[config.mk]
export PLATFORM = sky130hd
export DESIGN_NAME = seg_scan_driver
export DESIGN_NICKNAME = d
export VERILOG_FILES = /design/src/rtl/seg_scan_driver.sv
export SDC_FILE = /design/constraint.sdc
export NUM_CORES = 1
export LEC_CHECK = 0
export ABC_AREA = 1
export BUFFER_PORTS_ARGS = -buffer_cell sky130_fd_sc_hd__buf_2
export CORE_MARGIN = 2
export CORE_UTILIZATION = 45
export CTS_CLUSTER_DIAMETER = 200
export CTS_CLUSTER_SIZE = 16
export DETAILED_ROUTE_END_ITERATION = 10
export GPL_TIMING_DRIVEN = 1
export RECOVER_POWER = 25
export SETUP_SLACK_MARGIN = 0.05
export SYNTH_ARGS = -nofsm -noshare
export SYNTH_HDL_FRONTEND = slang
export SYNTH_SLANG_ARGS = --single-unit
[constraint.sdc]
create_clock -name clk -period 4 [get_ports clk]
set_input_delay 0.4 -clock clk [delete_from_list [all_inputs] [get_ports clk]]
set_output_delay 0.4 -clock clk [all_outputs]
set_load 0.005 [all_outputs]
[src/rtl/seg_scan_driver.sv]
// -----------------------------------------------------------------------------
// seg_scan_driver
//
// Time-multiplexed driver for a row of 7-segment digits. A packed hex word,
// per-digit decimal points and per-digit enables are captured into a pending
// buffer on `load`. At each frame boundary the pending buffer moves to a
// shadow buffer, so a single frame never mixes old and new values. Each digit
// slot lasts SCAN_DIV clocks. It is split into 16 PWM sub-steps; the digit is
// lit only while the sub-step is below `brightness`. Leading-zero suppression
// is optional.
//
// Ports:
//   clk, rst    rising-edge clock, asynchronous active-high reset
//   data        4*DIGITS hex nibbles, digit 0 in data[3:0]
//   dp          per-digit decimal point request
//   digit_en    per-digit enable (0 forces the digit dark)
//   load        captures data/dp/digit_en into the pending buffer
//   lz_blank    enables leading-zero blanking (live, not buffered)
//   brightness  PWM duty 0..15 (live, not buffered)
//   seg         segments a..g on seg[6]..seg[0]
//   dp_out      decimal point segment
//   an          one-hot digit select
//   frame_tick  one-cycle pulse on the first output cycle of digit 0
// All outputs are registered and lag the scan counters by one clock.
// -----------------------------------------------------------------------------
module seg_scan_driver #(
    parameter int DIGITS         = 4,
    parameter int SCAN_DIV       = 50000,
    parameter bit SEG_ACTIVE_LOW = 1'b0,
    parameter bit AN_ACTIVE_LOW  = 1'b1
) (
    input  logic                  clk,
    input  logic                  rst,
    input  logic [4*DIGITS-1:0]   data,
    input  logic [DIGITS-1:0]     dp,
    input  logic [DIGITS-1:0]     digit_en,
    input  logic                  load,
    input  logic                  lz_blank,
    input  logic [3:0]            brightness,
    output logic [6:0]            seg,
    output logic                  dp_out,
    output logic [DIGITS-1:0]     an,
    output logic                  frame_tick
);

    localparam int STEP = SCAN_DIV / 16;
    localparam int CW   = $clog2(SCAN_DIV);
    localparam int SW   = (STEP > 1) ? $clog2(STEP) : 1;
    localparam int IW   = (DIGITS > 1) ? $clog2(DIGITS) : 1;

    localparam logic [CW-1:0]     CYC_LAST  = CW'(SCAN_DIV - 1);
    localparam logic [SW-1:0]     STEP_LAST = SW'(STEP - 1);
    localparam logic [IW-1:0]     IDX_LAST  = IW'(DIGITS - 1);
    localparam logic [DIGITS-1:0] AN_OFF    = {DIGITS{AN_ACTIVE_LOW}};
    localparam logic [6:0]        SEG_OFF   = {7{SEG_ACTIVE_LOW}};

    // Hex glyph decode, abcdefg, 1 = segment on
    function automatic logic [6:0] hex_glyph(input logic [3:0] nib);
        logic [6:0] g;
        case (nib)
            4'h0:    g = 7'b1111110;
            4'h1:    g = 7'b0110000;
            4'h2:    g = 7'b1101101;
            4'h3:    g = 7'b1111001;
            4'h4:    g = 7'b0110011;
            4'h5:    g = 7'b1011011;
            4'h6:    g = 7'b1011111;
            4'h7:    g = 7'b1110000;
            4'h8:    g = 7'b1111111;
            4'h9:    g = 7'b1111011;
            4'hA:    g = 7'b1110111;
            4'hB:    g = 7'b0011111;
            4'hC:    g = 7'b1001110;
            4'hD:    g = 7'b0111101;
            4'hE:    g = 7'b1001111;
            4'hF:    g = 7'b1000111;
            default: g = 7'b0000000;
        endcase
        return g;
    endfunction

    logic [CW-1:0]         cyc_r;
    logic [SW-1:0]         step_r;     // position inside the current PWM sub-step
    logic [3:0]            sub_r;      // equals cyc_r / STEP, kept as a counter
    logic [IW-1:0]         idx_r;
    logic [4*DIGITS-1:0]   pend_data_r;
    logic [DIGITS-1:0]     pend_dp_r;
    logic [DIGITS-1:0]     pend_en_r;
    logic [4*DIGITS-1:0]   shadow_data_r;
    logic [DIGITS-1:0]     shadow_dp_r;
    logic [DIGITS-1:0]     shadow_en_r;

    logic                  cyc_wrap_s;
    logic                  frame_wrap_s;
    logic [3:0]            nib_s;
    logic                  en_s;
    logic                  dp_s;
    logic                  blank_s;
    logic                  zero_above_s;
    logic [DIGITS-1:0]     lz_mask_s;
    logic                  lit_s;
    logic [DIGITS-1:0]     an_hot_s;
    logic [6:0]            seg_raw_s;
    logic                  dp_raw_s;

    // Slot and frame boundary detection
    always_comb begin
        cyc_wrap_s   = (cyc_r == CYC_LAST);
        frame_wrap_s = cyc_wrap_s && (idx_r == IDX_LAST);
    end

    // Scan counters: cycle within slot, PWM sub-step, digit index
    always_ff @(posedge clk or posedge rst) begin
        if (rst) begin
            cyc_r  <= '0;
            step_r <= '0;
            sub_r  <= 4'd0;
            idx_r  <= '0;
        end else if (cyc_wrap_s) begin
            cyc_r  <= '0;
            step_r <= '0;
            sub_r  <= 4'd0;
            idx_r  <= (idx_r == IDX_LAST) ? '0 : idx_r + IW'(1);
        end else begin
            cyc_r <= cyc_r + CW'(1);
            if (step_r == STEP_LAST) begin
                step_r <= '0;
                sub_r  <= sub_r + 4'd1;
            end else begin
                step_r <= step_r + SW'(1);
            end
        end
    end

    // Pending/shadow buffers; a load on the wrap edge bypasses pending
    always_ff @(posedge clk or posedge rst) begin
        if (rst) begin
            pend_data_r   <= '0;
            pend_dp_r     <= '0;
            pend_en_r     <= '0;
            shadow_data_r <= '0;
            shadow_dp_r   <= '0;
            shadow_en_r   <= '0;
        end else begin
            if (load) begin
                pend_data_r <= data;
                pend_dp_r   <= dp;
                pend_en_r   <= digit_en;
            end
            if (frame_wrap_s) begin
                shadow_data_r <= load ? data     : pend_data_r;
                shadow_dp_r   <= load ? dp       : pend_dp_r;
                shadow_en_r   <= load ? digit_en : pend_en_r;
            end
        end
    end

    // Leading-zero mask: digit k>0 is blankable when it and every higher
    // digit is zero, with disabled digits counted as zero
    always_comb begin
        zero_above_s = 1'b1;
        lz_mask_s    = '0;
        for (int k = DIGITS - 1; k >= 0; k--) begin
            zero_above_s = zero_above_s &&
                           (!shadow_en_r[k] || (shadow_data_r[4*k +: 4] == 4'h0));
            lz_mask_s[k] = zero_above_s && (k != 0);
        end
    end

    // Select the current digit's fields and decide whether it is lit
    always_comb begin
        nib_s    = 4'h0;
        en_s     = 1'b0;
        dp_s     = 1'b0;
        blank_s  = 1'b0;
        an_hot_s = '0;
        for (int k = 0; k < DIGITS; k++) begin
            if (idx_r == IW'(k)) begin
                nib_s   = shadow_data_r[4*k +: 4];
                en_s    = shadow_en_r[k];
                dp_s    = shadow_dp_r[k];
                blank_s = lz_blank && lz_mask_s[k];
            end else begin
                nib_s   = nib_s;
            end
        end
        lit_s = en_s && (sub_r < brightness) && !blank_s;
        for (int k = 0; k < DIGITS; k++) begin
            an_hot_s[k] = lit_s && (idx_r == IW'(k));
        end
        seg_raw_s = lit_s ? hex_glyph(nib_s) : 7'b0000000;
        dp_raw_s  = lit_s && dp_s;
    end

    // Registered pin outputs; an and seg always change on the same edge
    always_ff @(posedge clk or posedge rst) begin
        if (rst) begin
            an         <= AN_OFF;
            seg        <= SEG_OFF;
            dp_out     <= SEG_ACTIVE_LOW;
            frame_tick <= 1'b0;
        end else begin
            an         <= an_hot_s ^ AN_OFF;
            seg        <= seg_raw_s ^ SEG_OFF;
            dp_out     <= dp_raw_s ^ SEG_ACTIVE_LOW;
            frame_tick <= (idx_r == '0) && (cyc_r == '0);
        end
    end

endmodule

# [Word-level counts from Yosys, hierarchy flattened]
# Memories as Yosys holds them, arrays and structs flattened.
# Cells that the tools add are included.
[word_totals] n_memories=1 output_inout_bits=13 in_bits=32 word_cells=78 rom_bits=112 reg_bits=95
[memory_table] name="(no name shown)" depth=16 word_bits=7 read_ports=1 rd_clocked_by_memory_dff=0 wr=0 line_no="60" text="case (nib)"
[op_classes] mux=25 add_sub_neg=4 n_reduce_logical=27 bitwise_logic=1 magnitude_cmp=1 eq_ne=5
[ops] cell="$mux W16" count=2
[ops] cell="$mux W4" count=8
[ops] cell="$mux W12" count=2
[ops] cell="$add A16 B1 Y16 const B" count=1
[ops] cell="$eq A16 B16 Y1 const B" count=1
[ops] cell="$logic_not A16 Y1" count=1
[ops] cell="$logic_and A1 B1 Y1" count=14
[ops] cell="$add A12 B1 Y12 const B" count=1
[ops] cell="$eq A12 B12 Y1 const B" count=1
[ops] cell="$logic_not A4 Y1" count=3
[ops] cell="$mux W1" count=11
[ops] cell="$mux W7" count=1
[ops] cell="$add A4 B1 Y4 const B" count=1
[ops] cell="$eq A2 B2 Y1 const B" count=2
[ops] cell="$logic_not A1 Y1" count=4
[ops] cell="$lt A4 B4 Y1" count=1
[ops] cell="$not A4 Y4" count=1
[ops] cell="$logic_or A1 B1 Y1" count=3
[ops] cell="$add A2 B1 Y2 const B" count=1
[ops] cell="$eq A2 B1 Y1 const B" count=1
[ops] cell="$logic_not A2 Y1" count=1
[ops] cell="$mux W2" count=1
[ops] cell="$reduce_bool A2 Y1" count=1

# [Depth between registers and ports, before layout]
[logic_depth] word_depth=12 mapped_depth=15 depth_no_buf=15

# [Worst setup path after synthesis]
# No wires, ideal clock.
[synth_timing] path_type="register -> register" startpoint="register idx_r[0]" endpoint="register seg[3]" setup_ns=0.072 path_stages_with_launch=13 required_time_ns=3.928 arrival_time_ns=2.008 period_less_slack_ns=2.080 path_slack_ns=1.920 n_path_buf=1 cell_sequence="dfrtp_1 > inv_1 > ha_1 > buf_2 > a21oi_1 > nand2_1 > a21boi_1 > inv_1 > ha_1 > nand3b_1 > nand3_1 > nand2_1 > nor2_1"
[synth_via] elab_chain_len=8 elab_cells_between_ends=20 cone_classes="3 x eq/ne; 12 x mux; 4 x reduce/logical; 1 x memory"
[synth_rtl] element="start, declared" line_no="85" text="logic [IW-1:0] idx_r;"
[synth_rtl] element="start signal, assigned" line_no="123" text="idx_r <= (idx_r == IDX_LAST) ? '0 : idx_r + IW'(1);"
[synth_rtl] element="parallel branches: the longest is 7 deep, another holds $mem_v2 Z16 W7"
[synth_rtl] element="$mux W7 *" line_no="191" text="seg_raw_s = lit_s ? hex_glyph(nib_s) : 7'b0000000;"
[synth_rtl] element="named net seg_raw_s[3]" line_no="103" text="logic [6:0] seg_raw_s;"
[synth_rtl] element="end signal, assigned" line_no="204" text="seg <= seg_raw_s ^ SEG_OFF;"
[synth_rtl] element="end, declared" line_no="40" text="output logic [6:0] seg,"
# Mark *: on every way through the listed nets, which the timed path passes.
# A chain may end at the register's enable or synchronous reset.

==> qor.csv <==
metric;value;unit
first-pass GRT wire length;17640;um
gpl congestion;0.8710;
Synth Cell Area;4828;um2
most frequent cells in the layout;nand2_1 (227), dfrtp_1 (91), nand3_1 (60), nor2_1 (50), inv_1 (48);
Post-Synthesis Cells;608;
Initial Util;0.4656;
DR vias/cell;4.938;
clk sinks;95;
critical path class;primary input to async pin;
Setup crit end kind;async pin;
fin crit period;2.592;ns
cell-by-cell trace of the critical path;buf_2 > inv_1;
GRT overflow;0;
share of layout cells above drive strength 1;0.1376;
H-tree levels;3;
CTS Hold Bufs;0;
clk_lat worst skew;0.37;ns
Residual DRC;0;
routed length per instance;12.73;um
area of the multi-input gates;2141;um2
WP buf/inv;2;
Fmax;385.9;MHz
antenna diode count;0;
Worst Clk Skew;0.01289;ns
Seq. cell area;2382;um2
predominant post-synthesis flop cell;dfrtp_1;
Post-synth EDFFs;0;
Hold Fails Final Rpt;0;
Max VDD drop;0.1859;mV
delay-heaviest family, CP;buffers and inverters;
max cap viols;1;
Req. time, crit path;3.88;ns
TritonCTS clock tree;done;
total number of vias;3901;
final WL;10060;um
Syn Area/Cell;7.941;um2
cell at the slowest stage of the critical path;inv_1;
largest net degree at the start of global routing;74;
number of port buffers;44;
antenna-violating nets left;0;
Final Setup Violations;0;
drt pass-1 iters;4;
row count;37;
DRT iter0 DRCs;127;
clk root buf;clkbuf_8;
fin crit share;0.6479;
vias in the first global route;3759;
max-slew violation count;74;
Die X;107.6;um
Core ar.;10370;um2
Max Root-Sink Buffers;2;
# fillers;1060;
area grow syn2layout;11.01;%
Sum Neg Setup Slack;0;ns
Async SR Flop Fraction;1.000;
status;complete, but fails checks;
slowest cell delay on critical path;1.93;ns
commonest non-fill, non-tap cell in the layout;nand2_1;
RSZ-0062 raised after global routing;no;
post-synthesis sequential area ratio;0.4934;
failing checks;max-capacitance violations, max-slew violations;
hold crit path type;primary input to register;
total CTS buffers;9;
Yosys reg bits;95;
Worst-path clk slew;0.09;ns
Least-Margin Pin Slew;2.770;ns
nets;699;
hpwl dp;7349;um
setup bufs post-CTS;0;
PnR worst setup slack;1.408;ns
Max transition margin;-0.8486;
power density over cell area;331.0;nW/um2
Synth Warn #;0;
CTS resizes;0;
Placement Setup Slack;1.446;ns
crit path DAT;2.47;ns
crit path launch type;primary input;
# IOs;45;
GRT Util Overall;0.1923;
Overall Power;1.774;mW
die area;11570;um2
Yosys cell types;38;
die height;107.6;um
initial antenna violation count;0;
LEAKAGE;2.787;nW
worst-path fanout max;73;
Synth Net Count;658;
-- sequential cells by signal (all words and copies together), names as in the netlist --
register       cells
pend_data_r       16
pend_dp_r          4
step_r            12
shadow_data_r     16
seg                7
cyc_r             16
frame_tick         1
idx_r              2
pend_en_r          4
dp_out             1
shadow_en_r        4
sub_r              4
an                 4
shadow_dp_r        4
-- cell families after synthesis --
group,synth area share
AND/OR/NAND/NOR,0.3415
flip-flops,0.4934
buffers and inverters,0.06323
AO/OA/AOI/OAI,0.03706
adder cells (fa/ha/maj),0.04665
XOR/XNOR,0.01814
-- metrics by stage --
stage | instance area (um2) | util | hold slack (ns) | instances
floorplan | 4828 | - | 0.4386 | 608
CTS | 5363 | 0.5171 | 0.2400 | 790
finish | 5360 | 0.5169 | 0.2550 | 790
detailed placement | 5139 | 0.4955 | 0.4592 | 774
global placement | 5139 | 0.4955 | 0.4586 | 774
global route | 5360 | 0.5169 | 0.2608 | 790
-- area by class of cell --
cell class | count | share of cell area
clock buffer | 13 | 0.02965
clock inverter | 3 | 0.01214
inverter | 55 | 0.03875
multi-input combinational | 442 | 0.3994
sequential | 95 | 0.4444
tap | 136 | 0.03175
timing repair buffer | 46 | 0.04388
-- Yosys cell counts, drive strengths merged, types with 2 or more instances --
master	n	area share
a21boi	2	0.0031
a21oi	21	0.023
buf	10	0.016
clkbuf	6	0.0047
dfrtp	91	0.47
dfstp	4	0.022
ha	18	0.047
inv	54	0.042
nand2	235	0.19
nand3	61	0.064
nand3b	4	0.0062
nand4	7	0.0091
nor2	54	0.045
nor3	11	0.013
nor3b	4	0.0073
nor4	4	0.0052
o21ai	5	0.0052
o21bai	2	0.0031
or2	2	0.0031
xor2	9	0.016
-- power by group --
group          switching (mW)  total, mW  internal (mW)
Combinational          0.0514     0.0754         0.0241
Sequential            0.00595      0.988          0.983
Clock                   0.324      0.710          0.386
Total                   0.381       1.77           1.39
-- layer usage --
| layer | up-vias | wire [um] | part of all wire | GRT usage |
|---|---|---|---|---|
| met1 | 1827 | 4743 | 0.47 | 0.2469 |
| met4 | 0 | 181 | 0.018 | 0.07418 |
| li1 | 2001 | - | - | - |
| met3 | 13 | 291 | 0.029 | 0.03390 |
| met5 | - | 0 | 0 | 0 |
| met2 | 60 | 4839 | 0.48 | 0.3235 |
-- worst paths after layout --
path	startpoint	slack (ns)	cells past startpoint	endpoint
setup / recovery	rst	1.41	2	shadow_data_r[8]$_DFFE_PP0P_
hold / removal	digit_en[3]	0.26	3	pend_en_r[3]$_DFF_PP0_
setup reg to reg	idx_r[0]$_DFFE_PP0N_	1.44	10	seg[3]$_DFF_PP0_
hold reg to reg	pend_data_r[6]$_DFF_PP0_	0.48	2	pend_data_r[6]$_DFF_PP0_
max in group clk	idx_r[0]$_DFFE_PP0N_	1.44	10	seg[3]$_DFF_PP0_
min in group asynchronous	rst	1.00	2	cyc_r[14]$_DFF_PP0_
Note: power is estimated with default switching activity, not from simulation.
